### src/rtl/gpio_fun_ctrl_pkg.sv
// Shared encodings and types for the GPIO function-select controller.
// Function codes match the per-pin buffer mux cells.
package gpio_fun_ctrl_pkg;

  localparam logic [1:0] FUN_IN  = 2'd0;
  localparam logic [1:0] FUN_OUT = 2'd1;
  localparam logic [1:0] FUN_TX  = 2'd2;
  localparam logic [1:0] FUN_OFF = 2'd3;

  typedef enum logic [1:0] {
    ST_IDLE  = 2'd0,
    ST_CHECK = 2'd1,
    ST_BREAK = 2'd2,
    ST_MAKE  = 2'd3
  } fsm_state_t;

  // Two-way round-robin pick; bit 0 is the CPU, bit 1 the timer.
  function automatic logic [1:0] rr_grant(input logic [1:0] req, input logic prio_tmr);
    logic [1:0] g;
    case (req)
      2'b01:   g = 2'b01;
      2'b10:   g = 2'b10;
      2'b11:   g = prio_tmr ? 2'b10 : 2'b01;
      default: g = 2'b00;
    endcase
    return g;
  endfunction

endpackage

### src/rtl/gpio_fun_ctrl_arb.sv
// Two-requester round-robin arbiter: the requester not granted last wins a tie.
// The priority pointer only moves when the owner strobes advance.
module gpio_rr_arb2
  import gpio_fun_ctrl_pkg::*;
(
  input  logic       clk,
  input  logic       rst,
  input  logic [1:0] req,
  input  logic       advance,
  output logic [1:0] grant
);

  logic       prio_tmr_r;
  logic [1:0] grant_s;

  // Combinational one-hot grant from current requests and pointer
  always_comb begin
    grant_s = rr_grant(req, prio_tmr_r);
  end

  assign grant = grant_s;

  // Pointer update: after a grant, the other requester gets priority
  always_ff @(posedge clk) begin
    if (rst) begin
      prio_tmr_r <= 1'b0;
    end else if (advance && (grant_s != 2'b00)) begin
      prio_tmr_r <= grant_s[0];
    end else begin
      prio_tmr_r <= prio_tmr_r;
    end
  end

endmodule

### src/rtl/gpio_fun_ctrl.sv
// Serialises CPU/timer pin-function changes with a break-before-make hold,
// guaranteeing at most one uart_TX pin and registered fun_out fields.
module gpio_fun_ctrl
  import gpio_fun_ctrl_pkg::*;
#(
  parameter int NPIN  = 8,
  parameter int GUARD = 2
) (
  input  logic                    clk,
  input  logic                    rst,
  input  logic                    cpu_req,
  input  logic [$clog2(NPIN)-1:0] cpu_pin,
  input  logic [1:0]              cpu_fun,
  output logic                    cpu_ack,
  input  logic                    tmr_req,
  input  logic [$clog2(NPIN)-1:0] tmr_pin,
  input  logic [1:0]              tmr_fun,
  output logic                    tmr_ack,
  output logic [2*NPIN-1:0]       fun_out,
  output logic                    busy,
  output logic                    err
);

  localparam int PW = $clog2(NPIN);

  fsm_state_t        state_r;
  logic [PW-1:0]     pin_r;
  logic [1:0]        fun_r;
  logic              grant_tmr_r;
  logic [3:0]        cnt_r;
  logic [2*NPIN-1:0] fun_out_r;
  logic              cpu_ack_r;
  logic              tmr_ack_r;
  logic              err_r;
  logic              busy_r;

  logic [1:0]        req_s;
  logic [1:0]        grant_s;
  logic              advance_s;
  logic              pin_ok_s;
  logic              tx_conflict_s;
  logic [1:0]        cur_fun_s;
  logic [2*NPIN-1:0] off_vec_s;
  logic [2*NPIN-1:0] make_vec_s;

  // A requester whose ack is pulsing must see IDLE once before it can win again
  always_comb begin
    req_s     = {tmr_req & ~tmr_ack_r, cpu_req & ~cpu_ack_r};
    advance_s = (state_r == ST_IDLE) && (req_s != 2'b00);
  end

  gpio_rr_arb2 u_arb (
    .clk     (clk),
    .rst     (rst),
    .req     (req_s),
    .advance (advance_s),
    .grant   (grant_s)
  );

  // Target-pin lookups and the two candidate fun_out images (buffers off / final)
  always_comb begin
    pin_ok_s      = (int'(pin_r) < NPIN);
    tx_conflict_s = 1'b0;
    cur_fun_s     = FUN_IN;
    off_vec_s     = fun_out_r;
    make_vec_s    = fun_out_r;
    for (int k = 0; k < NPIN; k++) begin
      if (int'(pin_r) == k) begin
        cur_fun_s            = fun_out_r[2*k +: 2];
        off_vec_s[2*k +: 2]  = FUN_OFF;
        make_vec_s[2*k +: 2] = fun_r;
      end else begin
        tx_conflict_s = tx_conflict_s | (fun_out_r[2*k +: 2] == FUN_TX);
      end
    end
  end

  // Main sequencer; all outputs are registered here
  always_ff @(posedge clk) begin
    if (rst) begin
      state_r     <= ST_IDLE;
      pin_r       <= '0;
      fun_r       <= FUN_IN;
      grant_tmr_r <= 1'b0;
      cnt_r       <= 4'd0;
      fun_out_r   <= '0;
      cpu_ack_r   <= 1'b0;
      tmr_ack_r   <= 1'b0;
      err_r       <= 1'b0;
      busy_r      <= 1'b0;
    end else begin
      cpu_ack_r <= 1'b0;
      tmr_ack_r <= 1'b0;
      err_r     <= 1'b0;
      case (state_r)
        ST_IDLE: begin
          if (advance_s) begin
            grant_tmr_r <= grant_s[1];
            pin_r       <= grant_s[1] ? tmr_pin : cpu_pin;
            fun_r       <= grant_s[1] ? tmr_fun : cpu_fun;
            state_r     <= ST_CHECK;
            busy_r      <= 1'b1;
          end else begin
            busy_r      <= 1'b0;
          end
        end
        ST_CHECK: begin
          if (!pin_ok_s || ((fun_r == FUN_TX) && tx_conflict_s)) begin
            cpu_ack_r <= ~grant_tmr_r;
            tmr_ack_r <= grant_tmr_r;
            err_r     <= 1'b1;
            state_r   <= ST_IDLE;
            busy_r    <= 1'b0;
          end else if (fun_r == cur_fun_s) begin
            cpu_ack_r <= ~grant_tmr_r;
            tmr_ack_r <= grant_tmr_r;
            state_r   <= ST_IDLE;
            busy_r    <= 1'b0;
          end else begin
            fun_out_r <= off_vec_s;
            cnt_r     <= 4'(GUARD);
            state_r   <= ST_BREAK;
          end
        end
        ST_BREAK: begin
          // New function lands on the edge ending the last hold cycle
          if (cnt_r <= 4'd1) begin
            fun_out_r <= make_vec_s;
            cnt_r     <= 4'd0;
            state_r   <= ST_MAKE;
          end else begin
            cnt_r     <= cnt_r - 4'd1;
          end
        end
        ST_MAKE: begin
          fun_out_r <= make_vec_s;
          cpu_ack_r <= ~grant_tmr_r;
          tmr_ack_r <= grant_tmr_r;
          state_r   <= ST_IDLE;
          busy_r    <= 1'b0;
        end
        default: begin
          state_r <= ST_IDLE;
          busy_r  <= 1'b0;
        end
      endcase
    end
  end

  assign fun_out = fun_out_r;
  assign cpu_ack = cpu_ack_r;
  assign tmr_ack = tmr_ack_r;
  assign err     = err_r;
  assign busy    = busy_r;

endmodule

### config.mk
export PLATFORM = sky130hd
export DESIGN_NAME = gpio_fun_ctrl
export DESIGN_NICKNAME = d
export VERILOG_FILES = /design/src/rtl/gpio_fun_ctrl_pkg.sv /design/src/rtl/gpio_fun_ctrl_arb.sv /design/src/rtl/gpio_fun_ctrl.sv
export SDC_FILE = /design/constraint.sdc
export NUM_CORES = 1
export LEC_CHECK = 0
export BUFFER_PORTS_ARGS = -buffer_cell sky130_fd_sc_hd__buf_2
export CAP_MARGIN = 20
export CORE_MARGIN = 3
export CORE_UTILIZATION = 50
export DETAILED_ROUTE_END_ITERATION = 16
export GPL_TIMING_DRIVEN = 1
export MAX_ROUTING_LAYER = met4
export PLACE_DENSITY_LB_ADDON = 0.2
export SLEW_MARGIN = 0
export SYNTH_ARGS = -nofsm -noshare
export SYNTH_HDL_FRONTEND = slang
export SYNTH_SLANG_ARGS = --single-unit
export TNS_END_PERCENT = 30
### constraint.sdc
create_clock -name clk -period 2.03 [get_ports clk]
set_clock_uncertainty 0.1 [all_clocks]
set_input_delay 0 -clock clk [delete_from_list [all_inputs] [get_ports clk]]
set_output_delay 0 -clock clk [all_outputs]
set_load 0.1 [all_outputs]
**After elaboration in Yosys (flattened, before gate mapping)**

Cells that the tools add are included.
Widths: inputs -> output; s select.

- Bits in registers: 33
- Input port bits: 14
- Output and inout bits: 20
- Logic and storage cells: 152

- Add/subtract/negate cells: 1
- $lt $le $gt $ge: 1
- Equal/unequal tests: 36
- Mux-type cells: 60
- Bitwise logic cells: 13
- Reductions and logical operators: 23

Operators with widths:

| operator | count |
|---|---|
| $mux 2 | 30 |
| $mux 16 | 3 |
| $pmux 16 s3 | 1 |
| $reduce_and 5->1 | 8 |
| $eq 2x2->1 const B | 13 |
| $ne 2x2->1 const B | 11 |
| $mux 1 | 16 |
| $eq 3x3->1 const B | 4 |
| $mux 4 | 3 |
| $pmux 2 s4 | 1 |
| $pmux 4 s2 | 1 |
| $or 1x1->1 | 7 |
| $eq 3x2->1 const B | 2 |
| $pmux 2 s3 | 1 |
| $reduce_and 2->1 | 3 |
| $reduce_bool 2->1 | 3 |
| $reduce_bool 3->1 | 2 |
| $eq 2x1->1 const B | 2 |
| $le 4x1->1 const B | 1 |
| $not 1->1 | 4 |
| $pmux 1 s2 | 2 |
| $sub 4x1->4 const B | 1 |
| $eq 3x1->1 const B | 1 |
| $logic_and 1x1->1 | 3 |
| other kinds (10) | 11 |

**Depth between registers and ports, before layout**

Gate-level depths: netlist of the first run.

- Depth after elaboration: 19
- Mapped depth: 10
- Gate-level depth less buffers: 9

**Modules after synthesis**

A second synthesis of the first run with hierarchy kept.

- Cells, all modules: 232
- Area, all modules: 2055.7 um^2

By module, submodules not included:

| module | instances | cells each | area each (um^2) | sequential area each (um^2) |
|---|---|---|---|---|
| gpio_fun_ctrl | 1 | 225 | 1990.7 | 640.6 |
| gpio_rr_arb2 | 1 | 7 | 65.1 | 20.0 |

**Worst setup path after synthesis of the first run**

Ideal clock, no wire load.

- Path type: register -> register
- Start point: register fun_out_r[3], in the netlist fun_out[3]
- End point: register cnt_r[1]
- Library setup time: 0.129 ns
- Arrival time: 2.454 ns
- Data required time: 1.801 ns
- Path slack: -0.653 ns
- Stages on the path, launching flop included: 9
- Path buffers: 1
- Period minus slack after synthesis: 2.683 ns
- Cells stage by stage: dfxtp_1 > mux2i_1 > a22o_1 > a221oi_1 > xnor2_1 > a31oi_4 > buf_6 > o2111a_1 > nor3_2

- Word-level cells in the longest chain between the ends: 18
- Elaborated cells on any way between the ends: 27
- Those cells by class: 4 x eq/ne; 14 x mux; 7 x bitwise; 2 x reduce/logical

RTL lines:

| element | RTL line | text |
|---|---|---|
| from (decl) | gpio_fun_ctrl.sv:31 | `logic [2*NPIN-1:0] fun_out_r;` |
| from (signal assigned) | gpio_fun_ctrl.sv:120 | `fun_out_r <= off_vec_s;` |
| from (signal assigned) | gpio_fun_ctrl.sv:128 | `fun_out_r <= make_vec_s;` |
| from (signal assigned) | gpio_fun_ctrl.sv:136 | `fun_out_r <= make_vec_s;` |
| $eq 2x2->1 | gpio_fun_ctrl.sv:73 | `tx_conflict_s = tx_conflict_s \| (fun_out_r[2*k +: 2] == FUN_TX);` |
| $or 1x1->1 | gpio_fun_ctrl.sv:73 |  |
| $mux 1 | gpio_fun_ctrl.sv:68 | `if (int'(pin_r) == k) begin` |
| $or 1x1->1 | gpio_fun_ctrl.sv:73 |  |
| $mux 1 | gpio_fun_ctrl.sv:68 |  |
| $or 1x1->1 | gpio_fun_ctrl.sv:73 |  |
| $mux 1 | gpio_fun_ctrl.sv:68 |  |
| $or 1x1->1 | gpio_fun_ctrl.sv:73 |  |
| (+2 left out) | - |  |
| $mux 1 | gpio_fun_ctrl.sv:68 |  |
| $or 1x1->1 | gpio_fun_ctrl.sv:73 |  |
| $mux 1 | gpio_fun_ctrl.sv:68 |  |
| $or 1x1->1 | gpio_fun_ctrl.sv:73 |  |
| $mux 1 | gpio_fun_ctrl.sv:68 |  |
| $logic_and 1x1->1 | gpio_fun_ctrl.sv:108 | `if (!pin_ok_s \|\| ((fun_r == FUN_TX) && tx_conflict_s)) begin` |
| $ne 2x2->1 (no line) | - |  |
| $reduce_and 3->1 (no line) * | - |  |
| to (signal assigned) | gpio_fun_ctrl.sv:121 | `cnt_r <= 4'(GUARD);` |
| to (signal assigned) | gpio_fun_ctrl.sv:132 | `cnt_r <= cnt_r - 4'd1;` |
| to (decl) | gpio_fun_ctrl.sv:30 | `logic [3:0] cnt_r;` |

Every way passes the cells marked *; elsewhere a longest branch is shown, timed or not.
A chain may end at the register's enable or synchronous reset.

**Final worst setup path of the first run**

- Start point: register pin_r[1]
- End point: register fun_out_r[14], in the netlist fun_out[14]

- Word-level cells in the longest chain between the ends: 19
- Elaborated cells on any way between the ends: 40
- Those cells by class: 11 x eq/ne; 19 x mux; 7 x bitwise; 3 x reduce/logical

RTL lines:

| element | RTL line | text |
|---|---|---|
| from (decl) | gpio_fun_ctrl.sv:27 | `logic [PW-1:0] pin_r;` |
| from (signal assigned) | gpio_fun_ctrl.sv:99 | `pin_r <= grant_s[1] ? tmr_pin : cpu_pin;` |
| $logic_not 3->1 | gpio_fun_ctrl.sv:68 |  |
| $mux 1 | gpio_fun_ctrl.sv:68 |  |
| $or 1x1->1 | gpio_fun_ctrl.sv:73 |  |
| $mux 1 | gpio_fun_ctrl.sv:68 |  |
| $or 1x1->1 | gpio_fun_ctrl.sv:73 |  |
| $mux 1 | gpio_fun_ctrl.sv:68 |  |
| $or 1x1->1 | gpio_fun_ctrl.sv:73 |  |
| $mux 1 | gpio_fun_ctrl.sv:68 |  |
| (+3 left out) | - |  |
| $mux 1 | gpio_fun_ctrl.sv:68 |  |
| $or 1x1->1 | gpio_fun_ctrl.sv:73 |  |
| $mux 1 | gpio_fun_ctrl.sv:68 |  |
| $or 1x1->1 | gpio_fun_ctrl.sv:73 |  |
| $mux 1 | gpio_fun_ctrl.sv:68 |  |
| $logic_and 1x1->1 | gpio_fun_ctrl.sv:108 |  |
| $ne 2x2->1 (no line) | - |  |
| $reduce_and 5->1 (no line) | - |  |

Parallel ways exist; a longest one is shown, timed or not. The select of a mux whose other input is x is not followed.

==> reports/results.env, run 1 <==
SLOWEST_STAGE='sky130_fd_sc_hd__nor4_4'
CLOCK_TREE_FROM_TRITONCTS='built'
SYNTH_ASYNC_SR_FLOP_SHARE_PCT=0
MAX-SLEW-MARGIN-REL_PCT=46.6
WIRE_LENGTH_OF_THE_FIRST_GLOBAL_ROUTING_PASS_UM=9560
SYN_AREA_PER_CELL_UM2=9.18
DIE_X_UM=69.1
GRT_START_MAX_NET_PINS=23
BUFFER_PORTS.INSERTED=33
LARGEST_FANOUT_OF_ANY_NET_ON_THE_CRITICAL_PATH=10
VIA_COUNT=1935
PLACED_CELL_AREA_MM2=0.00253
NUMBER_OF_STORAGE_ELEMENTS_IN_THE_SYNTHESIS_NETLIST=33
GLOBALROUTEOVERFLOWTOTAL=0
SLEW_VIOL_FINAL=0
WORSTPATHCELLLIST='buf_12, and3b_1, o32ai_2, nor4_4, nor3_4, a31oi_4, o2111a_2, mux2i_1'
WORST_VDD_DROP_mV=1.24
SYNTHDISTINCTLIBCELLS=45
DETAILEDPLACEMENTHPWL_UM=3810
LAYOUT_SETUP_WS_PS=-247
WORST_PATH_LARGEST_CELL_DELAY_PS=380
DRT-INITIAL-DRC-COUNT=112
MEASURED_SLEW_AT_THE_WORST_SLEW_CHECK_PIN_PS=799
REPORT.FINAL.SETUP_VIOL=24
FIRST_GLOBAL_VIAS=1953
PROPORTION_OF_LAYOUT_CELLS_WITH_A_DRIVE_SUFFIX_ABOVE_1_PCT=43.2
CLOCK_SINKS=33
CLOCK-ROOT-BUFFER='sky130_fd_sc_hd__clkbuf_8'
CTS_BUFFERS=5
ANTENNA_LEFT=0
POWER.LEAKAGE_uW=0.00119
FMAX_MHz=439
GRT_ANTENNA_BEFORE_REPAIR=0
TOP_LEVEL_PORTS=34
DRT-WIRELENGTH-PER-CELL_UM=16.9
FP.COREAREA_MM2=0.00374
DIE-HEIGHT_UM=69.1
NETLIST_AREA_BEFORE_PLACEMENT_MM2=0.00199
CTSLONGESTPATHBUFFERS=2
YOSYS_MOST_USED_DFF='sky130_fd_sc_hd__dfxtp_1'
PERIOD_SHARE_PCT=112
TIMING.CRITICAL_PATH.ARRIVAL_PS=2390
COUNT_OF_MAXIMUM_CAPACITANCE_VIOLATIONS=0
SYNTH.NET_COUNT=237
REMAINING_DRC_ERRORS=0
POWER_PER_CELL_AREA_mW_PER_MM2=1530
GLOBAL_ROUTE.USAGE.TOTAL_PCT=25.9
ROUTED_VIA_DENSITY=5.69
H-TREE-DEPTH=2
CRITPATHREQUIREDTIME_PS=2140
YOSYSWARNINGS=0
RESULT_OF_THE_RUN='complete, but fails checks'
YOSYSSEQAREASHARE_PCT=33.2
FINAL.FILL_COUNT=258
GP_ROUTABILITY_CONGESTION=0.959
CRIT_PATH_END_KIND='flip-flop'
POST_SYNTH_EDFFS=0
WORST_SKEW_PAIR.LATE_LATENCY_PS=290
AREA.SEQUENTIAL_UM2=727
POSTSYNTHCELLCOUNT=217
FINISH.CELL_COUNT_WITHOUT_FILLERS=340
PLACEMENT_ROWS=22
FINALINSTANCEAREA_MM2=0.00288
FINAL_HOLD_VIOL_COUNT=0
PERIOD_MINUS_SLACK_PS=2280
STARTPOINT_TYPE='flip-flop'
REPORT.POWER.TOTAL_uW=4420
NNETSFINAL=311
MULTIINPUTGATEAREA_MM2=0.00137
TIMING.HOLD.WORST.CLASS='input port to flip-flop'
POST-PLACE-CELLS=319
FAILING_CHECKS='setup timing'
WORST_CASE_HOLD_SLACK_PS=3.53
RSZ_0062_RAISED_AFTER_GLOBAL_ROUTING='true'
TOTAL_DIE_AREA_MM2=0.00478
INITIAL_UTILIZATION_PCT=53.2
POSTROUTEWIRELENGTH_UM=5760
REG2REG_SETUP_SLACK_PS=-250
FIRST_PASS_ITERATION_COUNT_OF_THE_DETAILED_ROUTER=5
ANTENNADIODECOUNT=0
CTS.CLK_SLEW.WORST_PATHS_PS=70
AREAGROWTHSYNTHTOFINISH_PCT=44.8
SETUP.WORST_PATH.CLASS='flip-flop to flip-flop'
[worst max-delay path, delay by kind of cell (launching register included)]
| family | cells | cell delay (ps) |
|---|---|---|
| multiplexers | 1 | 190 |
| AND/OR/NAND/NOR | 3 | 740 |
| AO/OA/AOI/OAI | 3 | 650 |
| flip-flops | 1 | 370 |
| buffers and inverters | 1 | 140 |
[layer usage]
metal,track usage [%],routed length (µm),vias up
met1,31.3,2580,931
met4,9.11,97,0
met3,5.98,282,10
met2,42.4,2810,51
li1,-,-,943
met5,-,0,-
[report_power, final]
part / leakage [µW] / switching (µW) / internal, µW
sequential: 0.000283 / 192 / 888
clock: 0.0000542 / 243 / 306
combinational: 0.000852 / 1820 / 970
total: 0.00119 / 2260 / 2160
[kinds of logic (layout without fill, tap and decap cells)]
| kind of cell | count (synthesis) | after routing | share of synthesized area [%] |
|---|---|---|---|
| multiplexers | 23 | 23 | 11.6 |
| adder cells (fa/ha/maj) | 6 | 6 | 3.77 |
| AO/OA/AOI/OAI | 54 | 55 | 22.4 |
| XOR/XNOR | 2 | 2 | 0.880 |
| buffers and inverters | 25 | 99 | 6.28 |
| AND/OR/NAND/NOR | 74 | 74 | 21.9 |
| flip-flops | 33 | 33 | 33.2 |
[cell usage after synthesis (all sizes together) (2+ instances only)]
master / count / area share (%)
nor3: 6 / 1.8
a221oi: 2 / 0.88
xnor2: 2 / 0.88
nand3b: 2 / 0.75
buf: 7 / 2.9
dfxtp: 33 / 33
a21oi: 15 / 3.8
inv: 13 / 2.4
o2111a: 7 / 4.3
nand4: 4 / 1.3
a21o: 3 / 1.1
and3: 3 / 0.94
a22o: 2 / 0.88
o21a: 3 / 1.1
o21bai: 2 / 0.75
o32ai: 3 / 1.3
o221ai: 5 / 2.2
nor2b: 8 / 2.5
nand2b: 23 / 7.2
nor3b: 4 / 1.8
mux2i: 23 / 12
ha: 6 / 3.8
nor2: 9 / 1.7
and2: 2 / 0.63
nand2: 9 / 1.7
a211oi: 4 / 1.8
clkbuf: 5 / 0.94
nor4: 3 / 1.3
[stage by stage]
| stage | setup slack, ps | utilization (%) | TNS, ps |
|---|---|---|---|
| 2_1_floorplan | -81.0 | - | -1460 |
| 3_3_place_gp | -377 | 67.6 | -7590 |
| 3_5_place_dp | -427 | 67.6 | -8710 |
| 4_1_cts | -199 | 76.2 | -3690 |
| 5_1_grt | -382 | 77.0 | -7050 |
| 6_report | -247 | 77.0 | -4770 |
[sequential cells by signal, summed over array words and instances, names as in the netlist, named ones only]
register and count:
fun_out 16, state_r 1, grant_tmr_r 1, u_arb.prio_tmr_r 1, cnt_r 4, cpu_ack 1
err 1, tmr_ack 1, pin_r 3, fun_r 2, busy 1
[layout make-up]
cell class / instances / share of cell area, %
clock buffer: 7 / 3.34
clock inverter: 1 / 0.174
inverter: 13 / 1.69
multi-input combinational: 160 / 47.5
sequential: 33 / 25.2
tap: 48 / 2.08
timing repair buffer: 78 / 20.0
[path summary, 6_finish.rpt]
| check | depth (start not counted) | to | startpoint |
|---|---|---|---|
| worst max-delay path | 8 | fun_out[14] | pin_r[1] |
| worst min-delay path | 3 | fun_r[0] | tmr_fun[0] |
| worst max register to register | 8 | fun_out[14] | pin_r[1] |
| worst min register to register | 1 | cpu_ack | grant_tmr_r |
[cells in the final DEF (no fill, tap or decap), types with 3 or more instances in the layout]
master | synthesis | routed
sky130_fd_sc_hd__mux2i_1 | 23 | 22
sky130_fd_sc_hd__dlygate4sd3_1 | 0 | 10
sky130_fd_sc_hd__nor2_1 | 9 | 9
sky130_fd_sc_hd__nand4_1 | 4 | 4
sky130_fd_sc_hd__ha_1 | 6 | 6
sky130_fd_sc_hd__a211oi_2 | 1 | 4
sky130_fd_sc_hd__nor3_1 | 5 | 3
sky130_fd_sc_hd__nand2_1 | 9 | 9
sky130_fd_sc_hd__buf_2 | 1 | 33
sky130_fd_sc_hd__dfxtp_4 | 0 | 17
sky130_fd_sc_hd__o2111a_2 | 6 | 6
sky130_fd_sc_hd__a21o_1 | 3 | 3
sky130_fd_sc_hd__nand2b_1 | 23 | 22
sky130_fd_sc_hd__inv_1 | 13 | 13
sky130_fd_sc_hd__a21oi_1 | 15 | 13
sky130_fd_sc_hd__nor2b_1 | 8 | 8
sky130_fd_sc_hd__o221ai_1 | 5 | 5
sky130_fd_sc_hd__o21a_1 | 3 | 3
sky130_fd_sc_hd__dfxtp_1 | 33 | 14
sky130_fd_sc_hd__clkbuf_8 | 0 | 7
sky130_fd_sc_hd__buf_4 | 4 | 31
[timing repair]
item	CTS	global route
buffers inserted	1	0
gates cloned	2	0
gates resized for setup	16	8
hold buffers	10	0
setup endpoints to repair	24	25
pin swaps	12	2
hold endpoints to repair	6	0
Note: power is estimated with default switching activity, not from simulation.
==> run 2: changes to the inputs <==
Settings changed: CORE_UTILIZATION 50 to 56.
Clock period 2.03 ns to 2.4 ns, I/O delays scaled along.
==> reports/results.env, run 2 (synthesized netlist as in run 1, its figures left out) <==
BUFFER_PORTS.INSERTED=33  # unchanged
FINAL.FILL_COUNT=245  # was 258
CTS_BUFFERS=5  # unchanged
WORSTPATHCELLLIST='buf_12, nor3b_4, o32ai_2, nor4_2, nor3_2, a31oi_2, o2111a_2, mux2i_1'  # was buf_12, and3b_1, o32ai_2, nor4_4, nor3_4, a31oi_4, o2111a_2, mux2i_1
WIRE_LENGTH_OF_THE_FIRST_GLOBAL_ROUTING_PASS_UM=8200  # was 9560 µm
PLACED_CELL_AREA_MM2=0.00230  # was 0.00253 mm²
CLOCK_TREE_FROM_TRITONCTS='built'  # unchanged
POWER.LEAKAGE_uW=0.00103  # was 0.00119 µW
DRT-INITIAL-DRC-COUNT=136  # was 112
SETUP.WORST_PATH.CLASS='flip-flop to flip-flop'  # unchanged
GLOBAL_ROUTE.USAGE.TOTAL_PCT=25.6  # was 25.9%
SLEW_VIOL_FINAL=0  # unchanged
FINAL_HOLD_VIOL_COUNT=0  # unchanged
CTSLONGESTPATHBUFFERS=2  # unchanged
CRITICAL_PATH.TOP_DELAY_FAMILY='simple AND/OR/NAND/NOR gates'  # unchanged
CRIT_CELLS=8  # unchanged
TOTAL_DIE_AREA_MM2=0.00431  # was 0.00478 mm²
NNETSFINAL=294  # was 311
WORSTREG2REGEND='fun_out[10]'  # was fun_out[14]
COUNT_OF_MAXIMUM_CAPACITANCE_VIOLATIONS=0  # unchanged
WORST_R2R_STARTPOINT='pin_r[1]'  # unchanged
MOSTFREQUENTLAYOUTCELLS='sky130_fd_sc_hd__buf_2, sky130_fd_sc_hd__nand2b_1, sky130_fd_sc_hd__mux2i_1'  # was sky130_fd_sc_hd__buf_2, sky130_fd_sc_hd__buf_4, sky130_fd_sc_hd__nand2b_1, sky130_fd_sc_hd__mux2i_1, sky130_fd_sc_hd__dfxtp_4
REPORT.FINAL.SETUP_VIOL=13  # was 24
GRT_START_MAX_NET_PINS=36  # was 23
DIE_X_UM=65.6  # was 69.1 µm
CLOCK_SINKS=33  # unchanged
DP_WORST_SETUP_SLACK_PS=-158  # was -427 ps
RESULT_OF_THE_RUN='complete, but fails checks'  # unchanged
AREA.SEQUENTIAL_UM2=692  # was 727 µm²
ROUTED_VIA_DENSITY=5.72  # was 5.69
TIMING.CRITICAL_PATH.ARRIVAL_PS=2620  # was 2390 ps
INITIAL_UTILIZATION_PCT=58.8  # was 53.2%
PERIOD_SHARE_PCT=102  # was 112%
FP.COREAREA_MM2=0.00339  # was 0.00374 mm²
GRT_ANTENNA_BEFORE_REPAIR=0  # unchanged
FIRST_PASS_ITERATION_COUNT_OF_THE_DETAILED_ROUTER=4  # was 5
SLOWEST_STAGE='sky130_fd_sc_hd__nor4_2'  # was sky130_fd_sc_hd__nor4_4
CLOCK-ROOT-BUFFER='sky130_fd_sc_hd__clkbuf_4'  # was sky130_fd_sc_hd__clkbuf_8
STARTPOINT_TYPE='flip-flop'  # unchanged
LAYOUT_SETUP_WS_PS=-46.8  # was -247 ps
GLOBALROUTEOVERFLOWTOTAL=0  # unchanged
PERIOD_MINUS_SLACK_PS=2450  # was 2280 ps
WORST_SKEW_PAIR.LATE_LATENCY_PS=340  # was 290 ps
ANTENNADIODECOUNT=0  # unchanged
H-TREE-DEPTH=2  # unchanged
MEASURED_SLEW_AT_THE_WORST_SLEW_CHECK_PIN_PS=572  # was 799 ps
REG2REG_SETUP_SLACK_PS=-50  # was -250 ps
FIRST_GLOBAL_VIAS=1709  # was 1,953
WORST_VDD_DROP_mV=1.04  # was 1.24 mV
POST-PLACE-CELLS=301  # was 319
VIA_COUNT=1836  # was 1,935
GP_ROUTABILITY_CONGESTION=0.840  # was 0.959
REMAINING_DRC_ERRORS=0  # unchanged
FINALINSTANCEAREA_MM2=0.00255  # was 0.00288 mm²
MAX-SLEW-MARGIN-REL_PCT=61.9  # was 46.6%
CRIT_BUF_INV=1  # unchanged
TOP_LEVEL_PORTS=34  # unchanged
DETAILEDPLACEMENTHPWL_UM=3330  # was 3810 µm
LARGEST_FANOUT_OF_ANY_NET_ON_THE_CRITICAL_PATH=14  # was 10
FAILING_CHECKS='setup timing'  # unchanged
CTS.CLK_SLEW.WORST_PATHS_PS=110  # was 70 ps
MULTIINPUTGATEAREA_MM2=0.00127  # was 0.00137 mm²
FMAX_MHz=409  # was 439 MHz
TIMING.HOLD.WORST.CLASS='input port to flip-flop'  # unchanged
LARGEST_REGISTER_FFS=16  # unchanged
DIE-HEIGHT_UM=65.6  # was 69.1 µm
ANTENNA_LEFT=0  # unchanged
WORST_PATH_LARGEST_CELL_DELAY_PS=460  # was 380 ps
MOSTFREQUENTLAYOUTCELL='sky130_fd_sc_hd__buf_2'  # unchanged
PLACEMENT_ROWS=21  # was 22
CRIT_PATH_END='fun_out[10]'  # was fun_out[14]
WORSTREGTOREGCELLS=8  # unchanged
PROPORTION_OF_LAYOUT_CELLS_WITH_A_DRIVE_SUFFIX_ABOVE_1_PCT=35.3  # was 43.2%
AREAGROWTHSYNTHTOFINISH_PCT=28.1  # was 44.8%
DRT-WIRELENGTH-PER-CELL_UM=16.6  # was 16.9 µm
WORSTSETUPSTARTPOINT='pin_r[1]'  # unchanged
POWER_PER_CELL_AREA_mW_PER_MM2=1310  # was 1530 mW/mm²
RSZ_0062_RAISED_AFTER_GLOBAL_ROUTING='true'  # unchanged
CRITPATHREQUIREDTIME_PS=2570  # was 2140 ps
POSTROUTEWIRELENGTH_UM=5330  # was 5760 µm
CRIT_PATH_END_KIND='flip-flop'  # unchanged
FINISH.CELL_COUNT_WITHOUT_FILLERS=321  # was 340
-- run 2: where the power goes --
part	internal [µW]	switching, µW
clock network	170	198
registers	721	175
logic	657	1420
-- run 2: stage by stage --
step | util, % | total power [µW] | TNS, ps | hold WS, ps
after global routing | 75.3 | 3500 | -2440 | 80.0
after global placement | 67.8 | 2790 | -223 | 242
after floorplan | - | 2420 | 0 | 72.7
final | 75.3 | 3340 | -263 | 30.9
after detailed placement | 67.8 | 2820 | -2370 | 250
after CTS | 73.1 | 3220 | 0 | 22.5
-- run 2: area by class of cell --
| cell class | instances | area share [%] |
|---|---|---|
| inverters | 13 | 1.91 |
| clock buffers | 7 | 2.55 |
| well taps | 46 | 2.26 |
| clock inverters | 1 | 0.196 |
| flip-flops and latches | 33 | 27.1 |
| multi-input cells | 160 | 49.6 |
| repair buffers | 61 | 16.3 |
-- run 2: worst min path at each step --
stage	cells past startpoint	to	from
after floorplan	2	fun_out[11]	rst
after global placement	3	fun_r[0]	cpu_fun[0]
after detailed placement	3	fun_r[1]	cpu_fun[1]
after CTS	2	u_arb.prio_tmr_r	rst
after global routing	2	u_arb.prio_tmr_r	rst
final	2	u_arb.prio_tmr_r	rst
-- run 2: timing repair --
action,4_1_cts,5_1_grt
endpoints found under the setup margin,20,20
hold endpoints to repair,5,0
hold buffers,10,0
buffers inserted,0,1
pin swaps,1,6
cloned,0,1
resized for setup,4,11
-- run 2: worst reg2reg max path, cell delays in order, from the launching register on --
cell	delay, ps
sky130_fd_sc_hd__dfxtp_4	380
sky130_fd_sc_hd__buf_12	150
sky130_fd_sc_hd__nor3b_4	240
sky130_fd_sc_hd__o32ai_2	120
sky130_fd_sc_hd__nor4_2	460
sky130_fd_sc_hd__nor3_2	140
sky130_fd_sc_hd__a31oi_2	320
sky130_fd_sc_hd__o2111a_2	290
sky130_fd_sc_hd__mux2i_1	180
-- run 2: layer usage --
metal / vias to the layer above / GRT usage (%) / routed length [µm]
met1: 861 / 31.4 / 2170
met4: 0 / 9.07 / 83
met2: 53 / 41.8 / 2810
li1: 913 / - / -
met3: 9 / 4.96 / 276
met5: - / - / 0
==> run 3: changes to the inputs <==
Settings changed: CORE_UTILIZATION 56 to 60.
Clock period 2.4 ns to 3.1 ns, I/O delays scaled along.
==> reports/results.env, run 3 (synthesized netlist as in run 1, its figures left out) <==
WORST_HOLD_LAUNCH='rst'  # unchanged
FINISH.CELL_COUNT_WITHOUT_FILLERS=301  # was 321
SLOWEST_STAGE='sky130_fd_sc_hd__dfxtp_1'  # was sky130_fd_sc_hd__nor4_2
LARGEST_FANOUT_OF_ANY_NET_ON_THE_CRITICAL_PATH=18  # was 14
ANTENNADIODECOUNT=0  # unchanged
FINAL_HOLD_VIOL_COUNT=0  # unchanged
PERIOD_MINUS_SLACK_PS=2750  # was 2450 ps
POST-PLACE-CELLS=283  # was 301
CTS.CLK_SLEW.WORST_PATHS_PS=100  # was 110 ps
FINALSETUPTNS_PS=0  # was -263 ps
GLOBALROUTEOVERFLOWTOTAL=0  # unchanged
GRT_ANTENNA_BEFORE_REPAIR=0  # unchanged
REMAINING_DRC_ERRORS=0  # unchanged
CRITPATHREQUIREDTIME_PS=3270  # was 2570 ps
FP.COREAREA_MM2=0.00310  # was 0.00339 mm²
PERIOD_SHARE_PCT=88.7  # was 102%
PROPORTION_OF_LAYOUT_CELLS_WITH_A_DRIVE_SUFFIX_ABOVE_1_PCT=21.4  # was 35.3%
POSTROUTEWIRELENGTH_UM=4550  # was 5330 µm
INITIAL_UTILIZATION_PCT=64.2  # was 58.8%
DIE-HEIGHT_UM=63.6  # was 65.6 µm
VIA_COUNT=1749  # was 1,836
FINAL.FILL_COUNT=257  # was 245
BUFFER_PORTS.INSERTED=33  # unchanged
MOSTFREQUENTLAYOUTCELLS='sky130_fd_sc_hd__buf_2, sky130_fd_sc_hd__dfxtp_1, sky130_fd_sc_hd__nand2b_1, sky130_fd_sc_hd__mux2i_1, sky130_fd_sc_hd__a21oi_1'  # was sky130_fd_sc_hd__buf_2, sky130_fd_sc_hd__nand2b_1, sky130_fd_sc_hd__mux2i_1
PLACEMENT_ROWS=20  # was 21
TOTAL_DIE_AREA_MM2=0.00405  # was 0.00431 mm²
WIRE_LENGTH_OF_THE_FIRST_GLOBAL_ROUTING_PASS_UM=7890  # was 8200 µm
H-TREE-DEPTH=2  # unchanged
FIRST_GLOBAL_VIAS=1688  # was 1,709
TIMING.HOLD.WORST.CLASS='input port to flip-flop'  # unchanged
RSZ_0062_RAISED_AFTER_GLOBAL_ROUTING='false'  # was true
ANTENNA_LEFT=0  # unchanged
WORST_PATH_LARGEST_CELL_DELAY_PS=670  # was 460 ps
RESULT_OF_THE_RUN='finished, final reports clean'  # was complete, but fails checks
WORSTSETUPSTARTPOINT='pin_r[0]'  # was pin_r[1]
CTSLONGESTPATHBUFFERS=2  # unchanged
CTS_BUFFERS=5  # unchanged
CLOCK-ROOT-BUFFER='sky130_fd_sc_hd__clkbuf_4'  # unchanged
POWER.LEAKAGE_uW=0.000918  # was 0.00103 µW
FIRST_PASS_ITERATION_COUNT_OF_THE_DETAILED_ROUTER=4  # unchanged
TOP_LEVEL_PORTS=34  # unchanged
STARTPOINT_TYPE='flip-flop'  # unchanged
GRT_START_MAX_NET_PINS=36  # unchanged
MULTIINPUTGATEAREA_MM2=0.00121  # was 0.00127 mm²
WORSTPATHCELLLIST='nand3b_1, a32o_1, nor4_2, nor3_1, a31oi_4, o2111a_2, mux2i_1'  # was buf_12, nor3b_4, o32ai_2, nor4_2, nor3_2, a31oi_2, o2111a_2, mux2i_1
MEASURED_SLEW_AT_THE_WORST_SLEW_CHECK_PIN_PS=693  # was 572 ps
WORST_R2R_STARTPOINT='pin_r[0]'  # was pin_r[1]
NNETSFINAL=276  # was 294
GP_ROUTABILITY_CONGESTION=0.873  # was 0.840
WORST_VDD_DROP_mV=0.776  # was 1.04 mV
WORST_SKEW_PAIR.LATE_LATENCY_PS=340  # about the same
SLEW_VIOL_FINAL=0  # unchanged
FMAX_MHz=364  # was 409 MHz
SETUP.WORST_PATH.CLASS='flip-flop to flip-flop'  # unchanged
CRIT_PATH_END_KIND='flip-flop'  # unchanged
POWER_PER_CELL_AREA_mW_PER_MM2=1020  # was 1310 mW/mm²
REPORT.FINAL.SETUP_VIOL=0  # was 13
DRT-INITIAL-DRC-COUNT=126  # was 136
TIMING.CRITICAL_PATH.ARRIVAL_PS=2920  # was 2620 ps
DETAILEDPLACEMENTHPWL_UM=3140  # was 3330 µm
DRT-WIRELENGTH-PER-CELL_UM=15.1  # was 16.6 µm
CLOCK_SINKS=33  # unchanged
AREA.SEQUENTIAL_UM2=662  # was 692 µm²
GLOBAL_ROUTE.USAGE.TOTAL_PCT=25.5  # was 25.6%
MOSTFREQUENTLAYOUTCELL='sky130_fd_sc_hd__buf_2'  # unchanged
MAX-SLEW-MARGIN-REL_PCT=53.7  # was 61.9%
CLOCK_TREE_FROM_TRITONCTS='built'  # unchanged
DIE_X_UM=63.6  # was 65.6 µm
ROUTED_VIA_DENSITY=5.81  # was 5.72
AREAGROWTHSYNTHTOFINISH_PCT=16.2  # was 28.1%
COUNT_OF_MAXIMUM_CAPACITANCE_VIOLATIONS=0  # unchanged
FINISH.UTILIZATION_PCT=74.6  # was 75.3%
LARGEST_REGISTER_FFS=16  # unchanged
## run 3: cell count changes in the layout (fill, tap and decap cells not counted), sizes merged
cell / previous run / this run
a31oi: 2 / 1
buf: 51 / 34
## run 3: worst paths after layout
| kind | end | slack [ps] | cells after the start |
|---|---|---|---|
| max | fun_out[8] | 350 | 7 |
| min | u_arb.prio_tmr_r | 30 | 2 |
| max reg2reg | fun_out[8] | 350 | 7 |
| min reg2reg | cpu_ack | 330 | 1 |
## run 3: layout make-up
cell class                 instances  area share (%)
tap                               44            2.38
sequential                        33            28.6
timing repair buffer              44            11.8
inverter                          13            2.11
multi-input combinational        159            52.1
clock inverter                     1           0.216
clock buffer                       7            2.81
## run 3: worst max-delay path, delay by kind of cell, from the launching register on
family / cells / cell delay (ps)
AOI/OAI and AO/OA: 3 / 1070
DFF: 1 / 670
muxes: 1 / 190
and+or+nand+nor: 3 / 640
## run 3: per-layer routing
metal	global-route usage, %	share of wire, %	routed length [µm]
met4	9.43	2.4	107
met1	29.5	43	1960
met3	6.60	4.6	211
met5	-	0	0
met2	42.4	50	2280
## run 3: power by group
part	internal (µW)	total, µW	switching, µW	leakage, µW
registers	538	681	143	0.000272
clock network	131	277	146	0.0000413
logic	388	1390	1010	0.000605
## run 3: what timing repair did
action,4_1_cts,5_1_grt
setup buffers,0,0
endpoints found under the hold margin,5,0
hold buffers,10,0
endpoints found under the setup margin,0,11
resized for setup,0,1
## run 3: through the flow
step / setup slack, ps / hold slack (ps) / total power, µW / cell area (µm²)
5_1_grt: 99.1 / 65.5 / 2490 / 2310
2_1_floorplan: 417 / 80.3 / 1850 / 1990
3_5_place_dp: 216 / 242 / 2060 / 2140
4_1_cts: 207 / 25.8 / 2350 / 2310
6_report: 350 / 34.2 / 2350 / 2310
3_3_place_gp: 299 / 243 / 2040 / 2140
